[config.mk]
export PLATFORM = sky130hd
export DESIGN_NAME = gpio_ctrl_param
export DESIGN_NICKNAME = d
export VERILOG_FILES = /design/src/rtl/gpio_ctrl_param.sv
export SDC_FILE = /design/constraint.sdc
export NUM_CORES = 1
export LEC_CHECK = 0
export ABC_AREA = 1
export CORE_AREA = 4 4 159 161
export CTS_CLUSTER_SIZE = 24
export DETAILED_ROUTE_END_ITERATION = 12
export DIE_AREA = 0 0 163 165
export PLACE_DENSITY = 0.79
export SYNTH_ARGS = -nofsm -noshare
export SYNTH_HDL_FRONTEND = slang
export SYNTH_SLANG_ARGS = --single-unit
[constraint.sdc]
create_clock -name clk -period 1.75 [get_ports clk]
set_input_delay 0.175 -clock clk [delete_from_list [all_inputs] [get_ports clk]]
set_output_delay 0.175 -clock clk [all_outputs]
set_load 0.1 [all_outputs]
[src/rtl/gpio_ctrl_param.sv]
// Parametrised GPIO controller: Wishbone register port, input synchroniser and
// per-pin edge interrupts. Define GPIO_ATOMIC_EN to add OUT_SET/OUT_CLR registers.
`timescale 1ns/1ps
module gpio_ctrl_param #(
  parameter int GPIO_WIDTH  = 32,
  parameter int SYNC_STAGES = 2,
  parameter int ADDR_WIDTH  = 5
) (
  input  logic                  clk,
  input  logic                  reset,
  input  logic                  wb_cyc,
  input  logic                  wb_stb,
  input  logic                  wb_we,
  input  logic [ADDR_WIDTH-1:0] wb_adr,
  input  logic [3:0]            wb_sel,
  input  logic [31:0]           wb_dat_i,
  output logic [31:0]           wb_dat_o,
  output logic                  wb_ack,
  input  logic [GPIO_WIDTH-1:0] i_gpio,
  output logic [GPIO_WIDTH-1:0] o_gpio,
  output logic [GPIO_WIDTH-1:0] oe_gpio,
  output logic                  irq
);

  localparam int WARM_W = $clog2(SYNC_STAGES + 2);
  localparam logic [WARM_W-1:0] WARM_INIT = WARM_W'(SYNC_STAGES + 1);
  localparam logic [WARM_W-1:0] WARM_ONE  = WARM_W'(1);

  localparam logic [ADDR_WIDTH-1:0] WORD_MASK  = ~ADDR_WIDTH'(2'b11);
  localparam logic [ADDR_WIDTH-1:0] OFF_OUT    = ADDR_WIDTH'(5'h00);
  localparam logic [ADDR_WIDTH-1:0] OFF_OE     = ADDR_WIDTH'(5'h04);
  localparam logic [ADDR_WIDTH-1:0] OFF_IN     = ADDR_WIDTH'(5'h08);
  localparam logic [ADDR_WIDTH-1:0] OFF_MASK   = ADDR_WIDTH'(5'h0C);
  localparam logic [ADDR_WIDTH-1:0] OFF_EDGE   = ADDR_WIDTH'(5'h10);
  localparam logic [ADDR_WIDTH-1:0] OFF_STATUS = ADDR_WIDTH'(5'h14);
`ifdef GPIO_ATOMIC_EN
  localparam logic [ADDR_WIDTH-1:0] OFF_SET    = ADDR_WIDTH'(5'h18);
  localparam logic [ADDR_WIDTH-1:0] OFF_CLR    = ADDR_WIDTH'(5'h1C);
`endif

  function automatic logic [31:0] byte_mask(input logic [3:0] sel);
    return {{8{sel[3]}}, {8{sel[2]}}, {8{sel[1]}}, {8{sel[0]}}};
  endfunction

  function automatic logic [31:0] widen(input logic [GPIO_WIDTH-1:0] v);
    return 32'(v);
  endfunction

  logic                  req_s;
  logic                  wr_s;
  logic                  rd_s;
  logic [ADDR_WIDTH-1:0] off_s;
  logic [31:0]           sel_mask_s;
  logic [GPIO_WIDTH-1:0] wmask_s;
  logic [GPIO_WIDTH-1:0] wdata_s;
  logic [GPIO_WIDTH-1:0] sync_r [SYNC_STAGES];
  logic [GPIO_WIDTH-1:0] in_s;
  logic [GPIO_WIDTH-1:0] prev_r;
  logic [GPIO_WIDTH-1:0] rise_s;
  logic [GPIO_WIDTH-1:0] fall_s;
  logic [GPIO_WIDTH-1:0] evt_s;
  logic [GPIO_WIDTH-1:0] out_r;
  logic [GPIO_WIDTH-1:0] oe_r;
  logic [GPIO_WIDTH-1:0] mask_r;
  logic [GPIO_WIDTH-1:0] edge_r;
  logic [GPIO_WIDTH-1:0] status_r;
  logic [GPIO_WIDTH-1:0] out_nxt_s;
  logic [GPIO_WIDTH-1:0] oe_nxt_s;
  logic [GPIO_WIDTH-1:0] mask_nxt_s;
  logic [GPIO_WIDTH-1:0] edge_nxt_s;
  logic [GPIO_WIDTH-1:0] clr_s;
  logic [GPIO_WIDTH-1:0] status_nxt_s;
  logic [WARM_W-1:0]     warm_r;
  logic [31:0]           rdata_s;

  // A request is only accepted while no ack is outstanding, giving one ack per two cycles.
  assign req_s      = wb_cyc & wb_stb & ~wb_ack;
  assign wr_s       = req_s & wb_we;
  assign rd_s       = req_s & ~wb_we;
  assign off_s      = wb_adr & WORD_MASK;
  assign sel_mask_s = byte_mask(wb_sel);
  assign wmask_s    = sel_mask_s[GPIO_WIDTH-1:0];
  assign wdata_s    = wb_dat_i[GPIO_WIDTH-1:0];

  assign in_s    = sync_r[SYNC_STAGES-1];
  assign rise_s  = in_s & ~prev_r;
  assign fall_s  = ~in_s & prev_r;
  assign o_gpio  = out_r;
  assign oe_gpio = oe_r;

  always_ff @(posedge clk) begin
    if (reset) begin
      for (int i = 0; i < SYNC_STAGES; i++) begin
        sync_r[i] <= '0;
      end
    end else begin
      sync_r[0] <= i_gpio;
      for (int i = 1; i < SYNC_STAGES; i++) begin
        sync_r[i] <= sync_r[i-1];
      end
    end
  end

  // Events are masked until the synchroniser has flushed its post-reset zeros.
  always_comb begin
    evt_s = '0;
    if (warm_r == '0) begin
      evt_s = (edge_r & rise_s) | (~edge_r & fall_s);
    end else begin
      evt_s = '0;
    end
  end

  always_comb begin
    out_nxt_s  = out_r;
    oe_nxt_s   = oe_r;
    mask_nxt_s = mask_r;
    edge_nxt_s = edge_r;
    clr_s      = '0;
    if (wr_s) begin
      case (off_s)
        OFF_OUT:    out_nxt_s  = (out_r & ~wmask_s) | (wdata_s & wmask_s);
        OFF_OE:     oe_nxt_s   = (oe_r & ~wmask_s) | (wdata_s & wmask_s);
        OFF_MASK:   mask_nxt_s = (mask_r & ~wmask_s) | (wdata_s & wmask_s);
        OFF_EDGE:   edge_nxt_s = (edge_r & ~wmask_s) | (wdata_s & wmask_s);
        OFF_STATUS: clr_s      = wdata_s & wmask_s;
`ifdef GPIO_ATOMIC_EN
        OFF_SET:    out_nxt_s  = out_r | (wdata_s & wmask_s);
        OFF_CLR:    out_nxt_s  = out_r & ~(wdata_s & wmask_s);
`endif
        default:    clr_s      = '0;
      endcase
    end else begin
      clr_s = '0;
    end
  end

  // A new event on a bit beats a simultaneous write-one-to-clear of that bit.
  assign status_nxt_s = (status_r & ~clr_s) | evt_s;

  always_comb begin
    rdata_s = 32'h0;
    if (rd_s) begin
      case (off_s)
        OFF_OUT:    rdata_s = widen(out_r);
        OFF_OE:     rdata_s = widen(oe_r);
        OFF_IN:     rdata_s = widen(in_s);
        OFF_MASK:   rdata_s = widen(mask_r);
        OFF_EDGE:   rdata_s = widen(edge_r);
        OFF_STATUS: rdata_s = widen(status_r);
        default:    rdata_s = 32'h0;
      endcase
    end else begin
      rdata_s = 32'h0;
    end
  end

  always_ff @(posedge clk) begin
    if (reset) begin
      out_r    <= '0;
      oe_r     <= '0;
      mask_r   <= '0;
      edge_r   <= '0;
      status_r <= '0;
      prev_r   <= '0;
      warm_r   <= WARM_INIT;
      wb_ack   <= 1'b0;
      wb_dat_o <= 32'h0;
      irq      <= 1'b0;
    end else begin
      out_r    <= out_nxt_s;
      oe_r     <= oe_nxt_s;
      mask_r   <= mask_nxt_s;
      edge_r   <= edge_nxt_s;
      status_r <= status_nxt_s;
      prev_r   <= in_s;
      if (warm_r != '0) begin
        warm_r <= warm_r - WARM_ONE;
      end else begin
        warm_r <= warm_r;
      end
      wb_ack   <= req_s;
      wb_dat_o <= rdata_s;
      irq      <= |(status_r & mask_r);
    end
  end

endmodule
After elaboration in Yosys (flattened, before gate mapping). Memory sizes are Yosys's and may differ from the RTL's. Index checks and enable logic that the tools add are counted. W data, S select, Z words.

Register bits after elaboration: 228. RAM bits: 64. Output and inout bits: 98. Memories: 1.

Add/subtract/negate cells: 1. Equal/unequal tests: 5. Muxes and demuxes: 9. Bitwise logic cells: 31. Reduce and logical (&&, ||, !) cells: 9.

Memories: sync_r (words 2, width 32, read ports 2, clocked after memory_dff 0, wr ports 2, RTL line 56) `logic [GPIO_WIDTH-1:0] sync_r [SYNC_STAGES];`.

Operators by type and width (count): $and A32 B32 Y32 (11); $or A32 B32 Y32 (6); $pmux W32 S6 (1); $mux W32 (5); $not A32 Y32 (5); $reduce_or A32 Y1 (1); $reduce_and A2 Y1 (4); $eq A3 B2 Y1 const B (2); $eq A3 B3 Y1 const B (2); $logic_not A5 Y1 (1); $and A1 B1 Y1 (4); $eq A3 B1 Y1 const B (1); $mux W1 (3); $not A1 Y1 (3); $logic_not A2 Y1 (1); $or A1 B1 Y1 (2); $reduce_bool A2 Y1 (1); $reduce_or A2 Y1 (1); $sub A2 B1 Y2 const B (1).

Longest topological paths before layout. Gate-level depths: netlist of run 1.

Depth in word-level cells: 7. Depth in mapped cells: 10. Depth with buffers taken out: 7.

Worst setup path after synthesis of run 1. No wires, ideal clock.

Path kind: register to register. Start: reg wb_ack. End: reg status_r[27]. Library setup time: 0.071 ns. Arrival: 1.899 ns. Required time: 1.679 ns. Setup slack: -0.219 ns. Cell stages (with the launch flop): 8. Clock period less this slack: 1.969 ns. Cells stage by stage: dfxtp_1 inv_1 nand4_4 inv_1 buf_4 nand2_1 nand2_1 a21oi_1.

Longest elaborated chain between the ends: 7.

Ends and longest elaborated chain: start, declared (RTL line 18) `output logic wb_ack,`; start signal, assigned (RTL line 182) `wb_ack <= req_s;`; $not A1 Y1 (RTL line 77) `assign req_s = wb_cyc & wb_stb & ~wb_ack;`; $and A1 B1 Y1 (RTL line 77); $and A1 B1 Y1 (RTL line 78) `assign wr_s = req_s & wb_we;`; $mux W32 (RTL line 120) `if (wr_s) begin`; $not A32 Y32 (RTL line 139) `assign status_nxt_s = (status_r & ~clr_s) | evt_s;`; $and A32 B32 Y32 (RTL line 139); $or A32 B32 Y32 (RTL line 139); end signal, assigned (RTL line 175) `status_r <= status_nxt_s;`; end, declared (RTL line 66) `logic [GPIO_WIDTH-1:0] status_r;`.

Every way passes these cells. A chain may end at the register's enable or synchronous reset.

==> metrics.txt, run 1 <==
status finished clean; vias after detailed routing 12400; top cell type's share of synthesized area 45.3%; Lkg Pwr 0.00704 uW; gr usage total 26.3%; CTS buffer count 30; nets 2100; GR Util met2 44.6%; clock-pin slew on the worst setup and hold paths 0.06 ns; Die H 165 um; die area 0.0269 mm2; Port-buffer cells 173; Slew @ Worst Pin 0.658 ns; CTS Sinks 292; #FFs+latches synth 292; FF-to-FF Start wb_ack$_SDFF_PP0_; cell with the most instances after synthesis nor2_1; FF-to-FF setup slack 0.36 ns; starting density of the core 53.9%; Rel. slew slack 56.2%; Worst R2R End status_r[12]$_SDFF_PP0_; gr ovfl total 0; vias per inst 5.25; fmax 676 MHz; Synth Net Count 1939; list of most frequent post-synthesis cells nor2_1 (427), nand2_1 (374), dfxtp_1 (292); worst r2r path cells 8; delay-heaviest family, CP flip-flops; Most used DFF post-synth dfxtp_1; Final ANT Viol Nets 0; Die X 163 um; global-route wire length before repair 57.8 mm; CP max stage cell dfxtp_1; Hold Path End sync_r[0][31]$_SDFF_PP0_; gr busiest metal met2; First-pass DRT Iterations 6; hold_sp i_gpio[31]; GP Congestion 0.887; Async SR Flop Fraction 0%; Post-Route WL 37.0 mm; EDFF count, synth 0; sequential cell area 0.00585 mm2; post-CTS sizing 0; CTS tree built; later-pin clock latency in the skew report 0.56 ns; initial drt markers 1404; Max VDD drop 684 uV; Syn Std Cell Area 0.0129 mm2; RSZ-0062 raised after global routing no; Slew Limit Fails 0; CP max stage delay 0.42 ns; Final Skew 0.0187 ns; crit-path max FO 3; CP Capture Type output pin; hold path depth 3; worst hold-check path type in -> reg; largest area contributor in the synthesized netlist dfxtp_1; total power 14700 uW; multi-input combinational cell area 0.00576 mm2; WL/cell 15.6 um; final worst-path cycle share 84.6%; Buf/Inv on CP 1; setup slack at placement -0.111 ns; core area 0.0240 mm2; PwrDens 913 mW/mm2; Synth warnings 0; CP Cell Sequence buf_4; n_diodes 0; Post-Syn Area per Cell 6.94 um2; max-cap violation count 0; critical path startpoint category register; final hold vios 0; Clock Tree Buf Depth 3; Final WS setup 0.270 ns; io pins 176; final core utilization 67.1%; initial antenna violation count 0; clk root buf clkbuf_16; Crit Path Category reg -> out; met3 Use GR 3.94%; M1 GR Usage 34.4%; # DRC 0; number of fill cells 2036; H-Tree Depth 1; Mapped Cells 1860; sequential area share after synthesis 45.3%; CP arrival 1.30 ns; detailed-placement wirelength estimate 25.1 mm; worst path required time 1.57 ns; fin crit period 1.48 ns; Setup-failing EPs final 0; number of global-route vias before repair 11500; post-synth cell types 23; row cnt 57; ranking of synthesized cells by area dfxtp_1 (45%), nor2_1 (12%), nand2_1 (11%); largest net degree at the start of global routing 71; area added between synthesis and finish 24.6%; layout cells sized above 1 12.0%
## cells in the final DEF (no fill, tap or decap)
| master | Yosys | routed |
|---|---|---|
| clkbuf_8 | 0 | 8 |
| nand4_4 | 1 | 1 |
| nand3b_1 | 32 | 32 |
| nand2_1 | 374 | 374 |
| inv_4 | 4 | 4 |
| dfxtp_2 | 0 | 1 |
| inv_6 | 0 | 1 |
| nand3_4 | 2 | 2 |
| dlygate4sd3_1 | 0 | 1 |
| nor2_1 | 427 | 427 |
| nand3_1 | 162 | 162 |
| nor2_8 | 21 | 21 |
| buf_12 | 0 | 24 |
| o21ai_0 | 97 | 97 |
| nand3_2 | 1 | 1 |
| clkbuf_16 | 0 | 31 |
| dfxtp_1 | 292 | 291 |
| inv_1 | 204 | 203 |
| nand4_1 | 32 | 32 |
| buf_2 | 12 | 2 |
| clkbuf_1 | 51 | 8 |
| clkdlybuf4s50_1 | 0 | 72 |
| ha_1 | 1 | 1 |
| inv_2 | 3 | 3 |
| nor3_1 | 1 | 1 |
| buf_4 | 23 | 135 |
| a21oi_1 | 99 | 99 |
| clkinv_2 | 0 | 6 |
| nand2_2 | 2 | 2 |
| bufinv_16 | 0 | 3 |
## per-stage QoR
stage                     std cells  area [um2]  setup TNS (ns)  hold slack [ns]
after floorplan                1860       12900               0            0.282
after global placement         2312       15000          -0.888            0.389
after detailed placement       2312       15000           -4.83            0.392
after CTS                      2369       16100               0            0.116
after global routing           2369       16100               0            0.129
final                          2369       16100               0            0.128
## where the power goes
part           switching, uW  internal [uW]
clock network           2630           4020
logic                    787            412
registers               57.8           6770
total                   3470          11200
## area by class of cell
class                           count  share of cell area [%]
Clock buffer                       47                    5.69
Clock inverter                      9                   0.770
Inverter                          211                    4.99
Multi-Input combinational cell   1252                    35.8
Sequential cell                   292                    36.3
Tap cell                          324                    2.52
Timing Repair Buffer              234                    13.9
## what timing repair did
item	in CTS	in global routing
setup buffers	0	0
endpoints found under the hold margin	1	0
hold buffers	1	0
## worst max-delay path by stage
stage                      start                 endpoint  slack (ns)  depth (start not counted)
2_1_floorplan  wb_ack$_SDFF_PP0_  status_r[27]$_SDFF_PP0_        0.14                          7
3_3_place_gp           wb_adr[4]  wb_dat_o[10]$_SDFF_PP0_       -0.03                         10
3_5_place_dp           wb_adr[4]                 register       -0.11                          8
4_1_cts                 register               o_gpio[17]        0.27                          1
5_1_grt        wb_ack$_SDFF_PP0_   status_r[9]$_SDFF_PP0_        0.25                          8
6_report                register               oe_gpio[5]        0.27                          1
## cells by family (layout without fill, tap and decap cells)
kind of cell,Yosys count,after routing,share of synthesized area [%]
buf+inv,316,501,10.2
fa+ha+maj,1,1,0.0969
compound gates,196,196,7.60
simple gates,1055,1055,36.9
flops,292,292,45.3
## per-layer routing
layer  share of wire (%)  up-vias
li1                    -     6109
met5                   0        -
met3                 8.5       88
met1                  42     5686
met4                 2.8        0
met2                  47      564
Note: power is estimated with default switching activity, not from simulation.
==> run 2: changes to the inputs <==
clock period = 1.5 ns   (was 1.75 ns; I/O delays follow)
==> metrics.txt, run 2 (same netlist as run 1, synthesis figures left out) <==
Clock Tree Buf Depth 3 (unchanged); switch share 24.4% (+0.71 points); number of global-route vias before repair 12200 (+6.5%); Lkg Pwr 0.00742 uW (+5.5%); nets 2124 (+1.1%); core area 0.0240 mm2 (unchanged); Slew Limit Fails 0 (unchanged); Final WS setup 0.0174 ns (-0.253 ns); WL/cell 16.3 um (+4.2%); Setup-failing EPs final 0 (unchanged); Port-buffer cells 173 (unchanged); vias after detailed routing 12900 (+3.9%); Clock Power Share 42.3% (-3.0 points); status finished clean; Comb pwr share 9.4% (+1.2 points); die area 0.0269 mm2 (unchanged); met2 WL post-DR 18.2 mm (+4.8%); worst hold-check path type in -> reg; CP Capture Type register; fin crit period 1.48 ns; GP Congestion 0.915 (+3.1%); RSZ-0062 raised after global routing yes; later-pin clock latency in the skew report 0.54 ns (-0.02 ns); max-cap violation count 0 (unchanged); CTS Sinks 292 (unchanged); delay-heaviest family, CP simple AND/OR/NAND/NOR gates; fmax 674 MHz; setup slack at placement -0.335 ns (-0.224 ns); gr ovfl total 0 (unchanged); CTS tree built; starting density of the core 53.9% (unchanged); most frequent cells in the layout nor2_1 (425), nand2_1 (374), dfxtp_1 (291); row cnt 57 (unchanged); Post-Route WL 38.9 mm (+5.2%); CP max stage cell dfxtp_4; critical path startpoint category register; final core utilization 73.0% (+5.9 points); vias per inst 5.41 (+2.9%); CP Cell Sequence inv_2, nand4_4, buf_6, nor2_8, clkinv_8, nor2_8, nor2_1, nor2_1; global-route wire length before repair 61.3 mm (+6.1%); gr usage total 28.1% (+1.8 points); Final ANT Viol Nets 0 (unchanged); CP max stage delay 0.34 ns (-0.08 ns); WL met3 3.86 mm (+23%); initial drt markers 1558 (+11%); most common cell after layout, fill and taps aside nor2_1; clk root buf clkbuf_16; worst path required time 1.97 ns (+0.40 ns); layout cells sized above 1 13.2% (+1.2 points); final worst-path cycle share 98.8%; # DRC 0 (unchanged); Sequential Power Share 48.2% (+1.7 points); Max VDD drop 698 uV (+2.0%); Rel. slew slack 75.3% (+19 points); Slew @ Worst Pin 0.370 ns (-0.287 ns); switching power 4030 uW (+16%); First-pass DRT Iterations 5 (-1); crit-path max FO 8 (+5); final hold vios 0 (unchanged); PwrDens 945 mW/mm2 (+3.6%); Final Skew 0.0114 ns (-0.00729 ns); Die H 165 um (unchanged); Crit Path Category reg -> reg; io pins 176 (unchanged); Post-Route M1 WL 14.8 mm (-4.0%); internal power 12500 uW (+12%); initial antenna violation count 0 (unchanged); H-Tree Depth 1 (unchanged); CTS buffer count 29 (-3.3%); Buf/Inv on CP 3 (+2); clock-pin slew on the worst setup and hold paths 0.06 ns (about the same); n_diodes 0 (unchanged); detailed-placement wirelength estimate 26.9 mm (+7.1%); area added between synthesis and finish 35.4%; Die X 163 um (unchanged); largest net degree at the start of global routing 81 (+14%); uppermost layer routed met4; CP arrival 1.95 ns (+0.65 ns)
==> run 2: worst paths after layout <==
kind	cells after the start	endpoint	from	slack [ns]
worst max-delay path	8	register	wb_ack$_SDFF_PP0_	0.02
worst min-delay path	3	sync_r[0][27]$_SDFF_PP0_	i_gpio[27]	0.12
worst max register to register	8	register	wb_ack$_SDFF_PP0_	0.02
worst min register to register	2	sync_r[0][32]$_SDFF_PP0_	sync_r[0][0]$_SDFF_PP0_	0.40
==> run 2: worst min-delay path: cells and delay by family <==
kind	cells	cell delay [ns]
simple gates	1	0.03
buf+inv	2	0.44
==> run 2: what timing repair did <==
item,in CTS,in global routing
endpoints found under the hold margin,1,0
endpoints found under the setup margin,0,55
gates resized for setup,0,7
hold buffers,1,0
buffers inserted,0,1
==> run 2: routing by layer <==
layer,vias up,global-route usage (%)
met5,-,0
met4,0,14.6
met3,175,5.19
met2,728,47.1
met1,5868,34.8
li1,6162,-
==> run 2: final cells by class <==
class,instances,area [um2]
fillers,1793,6470
flip-flops and latches,292,5850
multi-input cells,1252,5760
repair buffers,259,3740
clock buffers,40,827
inverters,211,813
well taps,324,405
clock inverters,13,92.6
==> run 2: metrics by stage <==
step	hold WS, ns	area, um2	std cells	TNS [ns]	power, uW
2_1_floorplan	0.257	12900	1860	0	8940
3_3_place_gp	0.388	16500	2336	-37.93	9630
3_5_place_dp	0.392	16500	2336	-46.04	9660
4_1_cts	0.105	17500	2390	0	16600
5_1_grt	0.122	17500	2391	-0.583	17000
6_report	0.116	17500	2391	0	16500
==> run 2: power by group through the flow <==
| stage | registers, uW | clock network (uW) | logic, uW |
|---|---|---|---|
| floorplan | 8220 | 0 | 723 |
| global placement | 8140 | 0 | 1490 |
| detailed placement | 8140 | 0 | 1520 |
| finish | 7970 | 7000 | 1560 |
| CTS | 7970 | 7060 | 1530 |
| global route | 7980 | 7370 | 1670 |
==> run 3: changes to the inputs <==
CORE_AREA = 2 2 157 159   (was 4 4 159 161)
DIE_AREA = 0 0 159 161   (was 0 0 163 165)
==> metrics.txt, run 3 (same netlist as run 1, synthesis figures left out) <==
Clock Power Share 44.6% (+2.3 points); # DRC 0 (unchanged); Post-Route WL 39.1 mm (+0.63%); worst r2r path cells 9 (+1); setup slack at placement -0.346 ns (-0.0110 ns); Placed Area 0.0164 mm2 (-0.74%); critical path startpoint category register; io pins 176 (unchanged); uppermost layer routed met4; CP arrival 1.93 ns (-0.02 ns); number of global-route vias before repair 12200 (-0.42%); Clock Tree Buf Depth 3 (unchanged); Rel. slew slack 68.7% (-6.6 points); First-pass DRT Iterations 7 (+2); hold path depth 3 (unchanged); Final Skew 0.0102 ns (-0.00121 ns); crit-path max FO 24 (+16); FF-to-FF setup slack 0.02 ns (about the same); Slew Limit Fails 0 (unchanged); total power 17200 uW (+3.9%); area added between synthesis and finish 35.6%; layout cells sized above 1 13.5% (+0.30 points); Slew @ Worst Pin 0.469 ns (+0.0990 ns); later-pin clock latency in the skew report 0.55 ns (about the same); most frequent cells in the layout nor2_1 (422), nand2_1 (374), dfxtp_1 (291); Comb pwr share 9.0% (-0.4 points); Post-Route M1 WL 15.2 mm (+3.1%); most common cell after layout, fill and taps aside nor2_1; number of fill cells 1833 (+2.2%); clock-pin slew on the worst setup and hold paths 0.06 ns (about the same); Finished Cell Area 0.0175 mm2 (+0.11%); Die H 161 um (-2.4%); FF-to-FF Start wb_ack$_SDFF_PP0_; vias after detailed routing 12800 (-1.1%); gr ovfl total 0 (unchanged); Crit Path Category reg -> reg; n_diodes 0 (unchanged); CTS Sinks 292 (unchanged); placed cells 2333 (-0.13%); CTS tree built; Sequential Power Share 46.4% (-1.8 points); nets 2124 (unchanged); largest net degree at the start of global routing 94 (+16%); met2 WL post-DR 18.6 mm (+2.0%); hold_sp i_gpio[2]; non-filler instance count after layout 2390 (-0.042%); fmax 675 MHz (about the same); switching power 4090 uW (+1.5%); Die X 159 um (-2.5%); Setup-failing EPs final 0 (unchanged); final worst-path cycle share 98.8% (about the same); core area 0.0240 mm2 (unchanged); vias per inst 5.35 (-1.1%); CP Capture Type register; initial drt markers 1278 (-18%); final hold vios 0 (unchanged); Final WS setup 0.0186 ns (+0.00114 ns); worst path required time 1.95 ns (-0.02 ns); H-Tree Depth 1 (unchanged); CTS buffer count 30 (+3.4%); starting density of the core 53.9% (unchanged); Final ANT Viol Nets 0 (unchanged); switch share 23.8% (-0.57 points); initial antenna violation count 0 (unchanged); internal power 13100 uW (+4.7%); Setup TNS Final 0 ns (unchanged); WL/cell 16.4 um (+0.67%); Lkg Pwr 0.00743 uW (about the same); PwrDens 982 mW/mm2 (+3.8%); global-route wire length before repair 62.3 mm (+1.6%); max-cap violation count 0 (unchanged); clk root buf clkbuf_16; status finished clean; Port-buffer cells 173 (unchanged); fin crit period 1.48 ns (-0.00114 ns); Hold Path End sync_r[0][2]$_SDFF_PP0_; worst hold-check path type in -> reg; die area 0.0256 mm2 (-4.8%); Max VDD drop 861 uV (+23%); RSZ-0062 raised after global routing yes; gr usage total 29.8% (+1.6 points); detailed-placement wirelength estimate 26.9 mm (about the same); WL met3 3.69 mm (-4.4%); row cnt 57 (unchanged); GP Congestion 0.929 (+1.6%)
## run 3: area by class of cell
cell class / count / area, um2 / area share (%)
Clock buffer: 43 / 891 / 5.09
Sequential cell: 292 / 5850 / 33.4
Timing Repair Buffer: 258 / 3630 / 20.7
Clock inverter: 10 / 131 / 0.750
Inverter: 211 / 813 / 4.65
Tap cell: 324 / 405 / 2.32
Multi-Input combinational cell: 1252 / 5790 / 33.1
## run 3: worst max-delay path: stages, from the launching register on
cell	delay (ns)
dfxtp_4	0.36
inv_2	0.06
nand4_4	0.08
buf_12	0.16
buf_4	0.15
nor2_8	0.12
buf_12	0.21
nand3_1	0.10
nand2_1	0.08
nor2_1	0.05
## run 3: per-stage QoR
stage | hold slack, ns | utilization [%]
floorplan | 0.257 | -
global placement | 0.389 | 68.5
detailed placement | 0.394 | 68.5
CTS | 0.0946 | 72.8
global route | 0.121 | 73.1
finish | 0.106 | 73.1
## run 3: worst max-delay path by stage
stage | start | end | slack [ns] | depth (start not counted)
6_report | wb_ack$_SDFF_PP0_ | register | 0.02 | 9
5_1_grt | wb_ack$_SDFF_PP0_ | register | -0.07 | 8
4_1_cts | wb_ack$_SDFF_PP0_ | register | 0.05 | 8
3_5_place_dp | wb_adr[4] | wb_dat_o[25]$_SDFF_PP0_ | -0.35 | 9
3_3_place_gp | wb_adr[4] | register | -0.28 | 8
2_1_floorplan | wb_ack$_SDFF_PP0_ | register | 0.04 | 7
## run 3: power groups by stage
| stage | Clock (uW) | Combinational, uW | Sequential (uW) |
|---|---|---|---|
| 3_3_place_gp | 0 | 1470 | 8140 |
| 2_1_floorplan | 0 | 723 | 8220 |
| 6_report | 7670 | 1540 | 7980 |
| 4_1_cts | 7700 | 1510 | 7980 |
| 3_5_place_dp | 0 | 1490 | 8150 |
| 5_1_grt | 8060 | 1650 | 7990 |
## run 3: what timing repair did
action,in CTS,in global routing
gates resized for setup,0,13
hold buffers,1,0
endpoints found under the setup margin,0,9
setup buffers,0,4
endpoints found under the hold margin,1,0
## run 3: routing by layer
metal  track usage [%]  vias up
li1                  -     6152
met1              37.0     5810
met2              50.6      685
met3              5.21      143
met4              14.0        0
met5                 0        -
